File: src/rtl/mul_pkg.sv
// Shared types and constants for the iterative RV32M multiply sequencer.
// Chunk geometry lives here so the sequencer and chunk multiplier always agree.
package mul_pkg;

   localparam int CHUNK_W = 10;
   localparam int N_CHUNK = 4;
   localparam int ACC_W   = 64;

   typedef enum logic [1:0] {
      MUL    = 2'b00,
      MULH   = 2'b01,
      MULHSU = 2'b10,
      MULHU  = 2'b11
   } mul_funct_e;

   typedef enum logic [1:0] {
      IDLE = 2'b00,
      RUN  = 2'b01,
      NEG  = 2'b10,
      DONE = 2'b11
   } mul_state_e;

   // The top chunk only carries the two leftover magnitude bits.
   function automatic logic [CHUNK_W-1:0] get_chunk(input logic [31:0] mag,
                                                    input logic [1:0]  k);
      logic [CHUNK_W-1:0] c;
      case (k)
         2'd0:    c = mag[9:0];
         2'd1:    c = mag[19:10];
         2'd2:    c = mag[29:20];
         default: c = {8'b0, mag[31:30]};
      endcase
      return c;
   endfunction

endpackage

File: src/rtl/mul_chunk10.sv
// Purely combinational 10x10 unsigned multiplier producing a 20-bit product.
module mul_chunk10
   import mul_pkg::*;
(
   input  logic [CHUNK_W-1:0]   a,
   input  logic [CHUNK_W-1:0]   b,
   output logic [2*CHUNK_W-1:0] p
);

   assign p = {{CHUNK_W{1'b0}}, a} * {{CHUNK_W{1'b0}}, b};

endmodule

File: src/rtl/mul_seq.sv
// Iterative RV32M multiply: magnitudes are stepped through one 10x10 chunk
// multiplier over 16 cycles, then sign-corrected and returned over valid/ready.
module mul_seq
   import mul_pkg::*;
(
   input  logic        clk,
   input  logic        rst_n,
   input  logic        in_valid,
   output logic        in_ready,
   input  logic [1:0]  funct,
   input  logic [31:0] rs1,
   input  logic [31:0] rs2,
   input  logic        flush,
   output logic        out_valid,
   input  logic        out_ready,
   output logic [31:0] result,
   output logic        busy
);

   mul_state_e          state, state_nxt;
   logic [3:0]          cnt;
   logic [ACC_W-1:0]    acc;
   mul_funct_e          funct_q;
   logic                neg_q;
   logic [31:0]         mag1_q, mag2_q;

   mul_funct_e          funct_in;
   logic                s1, s2, neg_in;
   logic [31:0]         mag1_in, mag2_in;

   logic [CHUNK_W-1:0]   chunk_a, chunk_b;
   logic [2*CHUNK_W-1:0] prod;
   logic [5:0]           shamt;
   logic [ACC_W-1:0]     term;
   logic                 zero_op;

   assign funct_in = mul_funct_e'(funct);
   assign s1       = (funct_in == MULH) || (funct_in == MULHSU);
   assign s2       = (funct_in == MULH);
   assign neg_in   = (s1 & rs1[31]) ^ (s2 & rs2[31]);
   // -0x80000000 wraps to 0x80000000, which is the right unsigned magnitude.
   assign mag1_in  = (s1 & rs1[31]) ? -rs1 : rs1;
   assign mag2_in  = (s2 & rs2[31]) ? -rs2 : rs2;

   assign chunk_a = get_chunk(mag1_q, cnt[3:2]);
   assign chunk_b = get_chunk(mag2_q, cnt[1:0]);

   mul_chunk10 u_chunk (
      .a (chunk_a),
      .b (chunk_b),
      .p (prod)
   );

   assign shamt   = 6'd10 * ({4'b0, cnt[3:2]} + {4'b0, cnt[1:0]});
   assign term    = {{(ACC_W-2*CHUNK_W){1'b0}}, prod} << shamt;
   assign zero_op = (mag1_q == 32'd0) || (mag2_q == 32'd0);

   assign in_ready  = (state == IDLE);
   assign out_valid = (state == DONE);
   assign busy      = (state != IDLE);
   assign result    = (funct_q == MUL) ? acc[31:0] : acc[63:32];

   always_ff @(posedge clk) begin
      if (!rst_n) state <= IDLE;
      else        state <= state_nxt;
   end

   always_comb begin
      state_nxt = state;
      case (state)
         IDLE: if (in_valid) state_nxt = RUN;
         RUN: begin
            if (zero_op)           state_nxt = DONE;
            else if (cnt == 4'd15) state_nxt = NEG;
         end
         NEG:  state_nxt = DONE;
         DONE: if (out_ready) state_nxt = IDLE;
      endcase
      if (flush) state_nxt = IDLE;
   end

   always_ff @(posedge clk) begin
      if (!rst_n) begin
         cnt     <= 4'd0;
         acc     <= '0;
         funct_q <= MUL;
         neg_q   <= 1'b0;
         mag1_q  <= 32'd0;
         mag2_q  <= 32'd0;
      end else if (flush) begin
         cnt <= 4'd0;
      end else begin
         case (state)
            IDLE: begin
               if (in_valid) begin
                  funct_q <= funct_in;
                  neg_q   <= neg_in;
                  mag1_q  <= mag1_in;
                  mag2_q  <= mag2_in;
                  acc     <= '0;
                  cnt     <= 4'd0;
               end
            end
            RUN: begin
               if (zero_op) begin
                  acc <= '0;
               end else begin
                  acc <= acc + term;
                  cnt <= cnt + 4'd1;
               end
            end
            NEG: begin
               if (neg_q) acc <= ~acc + 64'd1;
            end
            default: ;
         endcase
      end
   end

endmodule

File: config.mk
export PLATFORM = sky130hd
export DESIGN_NAME = mul_seq
export DESIGN_NICKNAME = d
export VERILOG_FILES = /design/src/rtl/mul_pkg.sv /design/src/rtl/mul_chunk10.sv /design/src/rtl/mul_seq.sv
export SDC_FILE = /design/constraint.sdc
export NUM_CORES = 1
export LEC_CHECK = 0
export ABC_AREA = 1
export CAP_MARGIN = 5
export CELL_PAD_IN_SITES_DETAIL_PLACEMENT = 0
export CELL_PAD_IN_SITES_GLOBAL_PLACEMENT = 1
export CORE_AREA = 2 2 219 221
export DETAILED_ROUTE_END_ITERATION = 16
export DIE_AREA = 0 0 221 223
export DONT_BUFFER_PORTS = 1
export HOLD_SLACK_MARGIN = 0.05
export PLACE_DENSITY_LB_ADDON = 0.1
export SYNTH_ARGS = -nofsm -noshare
export SYNTH_HDL_FRONTEND = slang
export SYNTH_HIERARCHICAL = 1
export SYNTH_SLANG_ARGS = --single-unit
File: constraint.sdc
create_clock -name clk -period 8.2 [get_ports clk]
set_input_delay 0.41 -clock clk [delete_from_list [all_inputs] [get_ports clk]]
set_output_delay 0.41 -clock clk [all_outputs]
set_load 0.05 [all_outputs]
==> results.md, run 1 <==
* Min-delay worst type: in -> reg
* Synth Register Bits at 137
* Post-synth EDFFs at 0
* First-pass GRT wire length at 141 mm
* Die span in x at 221 um
* Synth top area share at 0.241
* Vias in the first global route at 24500
* Synthesis Warnings at 6
* Worst-path fanout max at 7
* Io pins at 106
* Worst Path Required at 8590 ps
* Num Clock Sinks at 137
* Port Buffers at 0
* Slew HR at 0.138
* Critical path capture point type: register
* Wl on met1 at 38.4 mm
* Slowest stage delay, CP at 550 ps
* Final hold viol count at 0
* Final WL at 95.6 mm
* Final Max Slew Viols at 0
* Slew @ Worst Pin at 1280 ps
* R2R Path Start: cnt[1]
* Largest net degree at the start of global routing at 109
* Routed length on met2 at 42.4 mm
* CTS tree: yes
* H-tree depth at 4
* Async SR Flop Fraction at 0
* Syn_nets at 4103
* Via density at 5.44
* Top-count cell post-synth: nand2_1
* DPL Wire Length at 78.1 mm
* Total power divided by cell area at 90.6 mW/mm^2
* Insertion delay to the later sink of the worst-skew pair at 470 ps
* Maxcap violations at 0
* VDD IR-drop max at 0.000143 V
* FF-to-FF End: acc[53]
* CP dominant cell by count: nand2_1
* Total congestion overflow at 0
* Clk buf depth at 2
* Final cycle utilization of the critical path at 0.970
* Met3 wire length at 7.15 mm
* Clock slew at reported path FFs at 70 ps
* Drt first-iter violations at 2372
* Row count at 80
* TritonCTS Buffers at 17
* Hold EP: mag2_q[12]
* Worst hold path depth at 2
* All-Layer GR Usage at 0.374
* Core area at 0.0471 sq mm
* Final setup margin at 248 ps
* Startpoint types: register
* Routed len/inst at 20.0 um
* Final Core Density at 0.564
* Final min period at 7950 ps
* Sequential fraction of the synthesis area at 0.132
* # fillers at 4928
* Share of layout cells above drive strength 1 at 0.219
* # hold bufs at CTS at 0
* Seq. cell area at 0.00275 sq mm
* Slowest CP cell: fa_1
* Synth Cell Area at 0.0208 sq mm
* Routed via count at 26000
* Synthesized area per cell at 5.44 sq um
* Leakage at 14.5 nW
* Yosys top cell by area: nand2_1
* Drt pass-1 iters at 6
* Fmax at 0.126 GHz
* Setup TNS at 0 ps
* Area grow syn2layout at 27.6%
* Outcome: complete, no violations
* Final setup violation count at 0
* Worst Reg-to-Reg Cells at 54
* CTS root buffer: clkbuf_16
* Pre-CTS setup slack at -722 ps
* Hold_sp: rst_n
* Die height at 223 um
* Top layer in use: met4
* Crit Path Category: reg -> reg
* Die footprint at 0.0493 sq mm
* Mapped Cells at 3834
* R2R Setup Slk at 250 ps
* Antenna violations before repair at 1
* Distinct cell type count after synthesis at 52
* Unrepaired setup endpoints after global routing: yes
* Synth Flop Type: dfxtp_1
* Most common library cells after synthesis: nand2_1 (1341), inv_1 (689), nor2_1 (356), nand3_1 (231), o21ai_0 (213)
* Ranking of synthesized cells by area: nand2_1 (24%), dfxtp_1 (13%), inv_1 (12%)
* Multi-input logic area at 0.0167 sq mm
* Final GP Congestion at 1.07
* WP data arrival at 8340 ps
* Post-route ant nets at 0
* DRC at 0
* Number of nets in the layout at 4411
* Final Skew at 15.3 ps
* Starting Density at 0.442
[per-layer routing]
metal / vias up / track usage
li1: 12600 / -
met1: 12000 / 0.458
met2: 1077 / 0.598
met3: 280 / 0.0659
met4: 0 / 0.258
met5: - / 0
[worst max-delay path: cells and delay by family (launching register included)]
kind	cells	cell delay, ps
buffers and inverters	15	1240
AND/OR/NAND/NOR	26	2040
AO/OA/AOI/OAI	5	850
flip-flops	1	400
adder cells (fa/ha/maj)	8	3350
[cell type report]
class	instances	share of cell area
Clock inverter	15	0.00499
Antenna cell	1	0.0000941
Tap cell	615	0.0289
Multi-Input combinational cell	2886	0.628
Clock buffer	17	0.0160
Sequential cell	137	0.103
Timing Repair Buffer	404	0.120
Inverter	696	0.0984
[cells by family (layout without fill, tap and decap cells)]
kind of cell,after synthesis,in the layout,synth area share
simple gates,2120,2120,0.421
other cells,0,1,0
mux,4,4,0.00192
buf+inv,811,1132,0.147
flops,137,137,0.132
fa+ha+maj,198,198,0.142
xor+xnor,65,65,0.0273
compound gates,499,499,0.130
[worst max path at each step]
stage / from / endpoint / cells past startpoint
after floorplan: cnt[1] / acc[24] / 46
after global placement: cnt[0] / acc[55] / 52
after detailed placement: cnt[1] / acc[39] / 49
after CTS: cnt[2] / acc[28] / 46
after global routing: cnt[0] / acc[63] / 50
final: cnt[1] / acc[53] / 54
[where the power goes]
group	internal, mW	switching, mW	total (mW)
Combinational	0.349	0.556	0.905
Sequential	0.694	0.0244	0.718
Clock	0.400	0.386	0.786
Total	1.44	0.967	2.41
[state kept, by name, summed over array words and instances, names as in the netlist]
register / flops
mag1_q: 32
cnt: 4
acc: 64
state: 2
mag2_q: 32
neg_q: 1
funct_q: 2
[cells in the final DEF (no fill, tap or decap), drive strengths merged, types with 2 or more instances in the layout]
master | Yosys | layout
a21oi | 201 | 201
a31o | 2 | 2
a31oi | 5 | 5
and2 | 4 | 4
buf | 25 | 404
clkbuf | 90 | 17
clkinv | 3 | 7
dfxtp | 137 | 137
fa | 64 | 64
ha | 134 | 134
inv | 693 | 703
mux2i | 4 | 4
nand2 | 1348 | 1348
nand3 | 235 | 235
nand3b | 19 | 19
nand4 | 41 | 41
nor2 | 368 | 368
nor3 | 61 | 61
nor4 | 19 | 19
o211ai | 30 | 30
o21ai | 224 | 224
o21bai | 4 | 4
o221ai | 12 | 12
o22ai | 12 | 12
o31ai | 3 | 3
or2 | 22 | 22
xnor2 | 20 | 20
xor2 | 45 | 45
[repair_timing]
action,CTS,global route
endpoints found under the hold margin,0,0
buffers inserted,14,21
setup endpoints to repair,50,55
resized for setup,123,397
pin swaps,19,121
[stage by stage]
step / hold WS (ps) / power, mW / instances / area [sq um]
CTS: 67.5 / 2.31 / 4751 / 25100
global route: 79.0 / 2.51 / 4770 / 26600
finish: 82.3 / 2.41 / 4771 / 26600
global placement: 491 / 1.50 / 4705 / 24000
floorplan: 459 / 1.18 / 3834 / 20800
detailed placement: 506 / 1.51 / 4705 / 24000
(Power assumes the default switching activity.)
==> run 2, diff against run 1 <==
--- a/config.mk
+++ b/config.mk
@@ -5,13 +5,13 @@
 export SDC_FILE = /design/constraint.sdc
 export NUM_CORES = 1
 export LEC_CHECK = 0
-export ABC_AREA = 1
+export ABC_AREA = 0
 export CAP_MARGIN = 5
 export CELL_PAD_IN_SITES_DETAIL_PLACEMENT = 0
 export CELL_PAD_IN_SITES_GLOBAL_PLACEMENT = 1
-export CORE_AREA = 2 2 219 221
+export CORE_AREA = 2 2 198 200
 export DETAILED_ROUTE_END_ITERATION = 16
-export DIE_AREA = 0 0 221 223
+export DIE_AREA = 0 0 200 202
 export DONT_BUFFER_PORTS = 1
 export HOLD_SLACK_MARGIN = 0.05
 export PLACE_DENSITY_LB_ADDON = 0.1
==> results.md, run 2 <==
* H-tree depth at 4 (unchanged)
* Routed via count at 19000 (-27%)
* Crit Path Category: reg -> reg
* Synth top area share at 0.161 (-0.0805)
* Final WL at 69.1 mm (-28%)
* Clock slew at reported path FFs at 90 ps (+20 ps)
* CP endpoint: acc[61]
* Share of layout cells above drive strength 1 at 0.318 (+0.0997)
* Clock share of power at 0.379 (+0.053)
* Largest net degree at the start of global routing at 110 (+0.92%)
* Antenna violations before repair at 0 (-1)
* Die span in x at 200 um (-9.5%)
* Biggest register: acc
* Critical Path Start: cnt[1]
* Worst Reg-to-Reg Cells at 37 (-31%)
* Slew HR at 0.134 (-0.00366)
* R2R Setup Slk at -650 ps (-900 ps)
* Total congestion overflow at 0 (unchanged)
* Area grow syn2layout at 37.7%
* Insertion delay to the later sink of the worst-skew pair at 470 ps (about the same)
* Drt first-iter violations at 1515 (-36%)
* Yosys top cell by area: dfxtp_1
* Final Max Slew Viols at 0 (unchanged)
* Die footprint at 0.0404 sq mm (-18%)
* Clk buf depth at 2 (unchanged)
* Min-delay worst type: in -> reg
* Total power divided by cell area at 98.3 mW/mm^2 (+8.5%)
* All-Layer GR Usage at 0.339 (-0.0354)
* Final Core Density at 0.613 (+0.0488)
* VDD IR-drop max at 0.000155 V (+8.6%)
* Top-count cell post-synth: nand2_1
* Final hold viol count at 0 (unchanged)
* Core area at 0.0383 sq mm (-19%)
* Slowest CP cell: fa_1
* Largest regs: acc x64, mag1_q x32, mag2_q x32
* Unrepaired setup endpoints after global routing: yes
* Failing checks: negative setup slack
* Io pins at 106 (unchanged)
* Net switching power at 0.810 mW (-16%)
* Cell Int Power at 1.50 mW (+3.8%)
* Synth Cell Area at 0.0170 sq mm (-18%)
* CTS tree: yes
* CP dominant cell by count: fa_1
* Crit path max-delay family: adder cells
* Combinational share of power at 0.313 (-0.063)
* Vias in the first global route at 18600 (-24%)
* Distinct cell type count after synthesis at 71 (+37%)
* Routed len/inst at 21.4 um (+6.8%)
* R2R Path Start: cnt[1]
* Final setup margin at -653 ps (-901 ps)
* Post-synth EDFFs at 0 (unchanged)
* Outcome: finished, violations left
* Sequential fraction of the synthesis area at 0.161 (+0.0294)
* First-pass GRT wire length at 105 mm (-26%)
* Worst Path Required at 8520 ps (-70 ps)
* Final min period at 8850 ps (+901 ps)
* Leakage at 11.1 nW (-24%)
* Placed Area at 0.0209 sq mm (-13%)
* Buf+Inv Stages, Crit Path at 7 (-8)
* Drt pass-1 iters at 8 (+2)
* DPL Wire Length at 52.5 mm (-33%)
* Mapped Cells at 2287 (-40%)
* Design area at 0.0235 sq mm (-12%)
* Worst-path fanout max at 8 (+1)
* Final cycle utilization of the critical path at 1.08 (+0.110)
* TritonCTS Buffers at 17 (unchanged)
* Sw Share at 0.351 (-0.0500)
* FF-to-FF End: acc[61]
* Syn_nets at 2556 (-38%)
* Most frequent cells in the layout: buf_4 (485), nand2_1 (253), nor2_1 (154), dfxtp_1 (134), inv_1 (113)
* Max reg flops at 64 (unchanged)
* Slowest stage delay, CP at 550 ps (about the same)
* Num Clock Sinks at 137 (unchanged)
* Most common library cells after synthesis: nand2_1 (269), nor2_1 (179), o21ai_0 (164), a21oi_1 (157), dfxtp_1 (137)
* Synth Flop Type: dfxtp_1
* Fmax at 0.113 GHz (-10%)
* Final GP Congestion at 0.985 (-7.8%)
* Async SR Flop Fraction at 0 (unchanged)
* Port Buffers at 0 (unchanged)
* Slew @ Worst Pin at 1300 ps (+11.0 ps)
* Maxcap violations at 0 (unchanged)
* Instance count on the critical path at 37 (-31%)
* Ranking of synthesized cells by area: dfxtp_1 (16%), ha_1 (9.8%), fa_1 (7.5%)
* Startpoint types: register
* Critical path capture point type: register
* Via density at 5.88 (+8.1%)
* # hold bufs at CTS at 0 (unchanged)
* Starting Density at 0.445 (+0.00282)
* Post-route ant nets at 0 (unchanged)
* WP data arrival at 9170 ps (+830 ps)
* Final setup violation count at 43 (+43)
* Number of nets in the layout at 2965 (-33%)
* Synth Register Bits at 137 (unchanged)
* DRC at 0 (unchanged)
* Most common cell after layout, fill and taps aside: buf_4
* CTS root buffer: clkbuf_16
* Synthesis Warnings at 6 (unchanged)
* Final Skew at 25.9 ps (+10.6 ps)
* Synthesized area per cell at 7.45 sq um (+37%)
* Pre-CTS setup slack at -1330 ps (-608 ps)
* Die height at 202 um (-9.4%)
* Flop pwr share at 0.308 (+0.010)
* Final Power at 2.31 mW (-4.2%)
* Row count at 72 (-10%)
[run 2: cell count changes after synthesis, sizes merged, moves of 56 or more]
cell	change
nand2	-1079
inv	-568
nor2	-189
nand3	-188
and2	+77
xnor2	+71
o211a	+61
o21ai	-56
[run 2: cells by family after synthesis]
group	count (synthesis)	share of synthesized area
buffers and inverters	257	0.0568
AO/OA/AOI/OAI	645	0.248
adder cells (fa/ha/maj)	198	0.174
multiplexers	76	0.0499
AND/OR/NAND/NOR	828	0.236
flip-flops	137	0.161
XOR/XNOR	146	0.0751
[run 2: layout make-up]
cell class,count,area [sq um]
clock buffers,18,439
multi-input cells,1893,14900
fillers,3478,14800
repair buffers,522,4090
diodes,1,2.50
inverters,125,474
flip-flops and latches,137,2750
clock inverters,14,175
well taps,518,648
[run 2: worst register-to-register path, delay by kind of cell, from the launching register on]
kind,cells,cell delay (ps)
adder cells (fa/ha/maj),8,3240
AO/OA/AOI/OAI,11,2570
AND/OR/NAND/NOR,7,1100
multiplexers,3,690
buffers and inverters,7,580
flip-flops,1,380
XOR/XNOR,1,130
[run 2: worst min path at each step]
stage                     startpoint         end  slack, ps  cells past startpoint
after global placement    funct_q[0]  funct_q[0]        490                      2
final                          rst_n  mag1_q[29]        100                      1
after global routing          rs2[0]   mag2_q[0]        100                      2
after floorplan           funct_q[0]  funct_q[0]        440                      2
after CTS                      rst_n  mag1_q[29]         80                      1
after detailed placement  funct_q[1]  funct_q[1]        490                      2
[run 2: what timing repair did]
action | CTS | global route
pin swaps | 88 | 117
resized for setup | 159 | 183
buffers inserted | 36 | 38
endpoints found under the setup margin | 49 | 51
cloned | 0 | 0
[run 2: routing by layer]
metal,share of wire,track usage,wire [um],vias up
li1,-,-,-,9034
met1,0.46,0.484,31800,9215
met2,0.44,0.528,30700,641
met3,0.072,0.0554,4960,103
met4,0.023,0.0870,1580,0
met5,0,0,0,-
[run 2: power by group through the flow]
stage	Clock, mW	Sequential (mW)	Combinational, mW
CTS	0.876	0.710	0.671
global route	0.904	0.713	0.781
global placement	0	0.725	0.621
floorplan	0	0.721	0.376
detailed placement	0	0.725	0.630
finish	0.874	0.711	0.723
[run 2: per-stage QoR]
stage               hold WS [ps]  cells  TNS [ps]
global placement             487   3134    -33160
floorplan                    443   2287         0
detailed placement           492   3134    -36650
finish                       101   3228    -18970
global route                95.8   3227    -32750
CTS                         80.1   3197    -14770
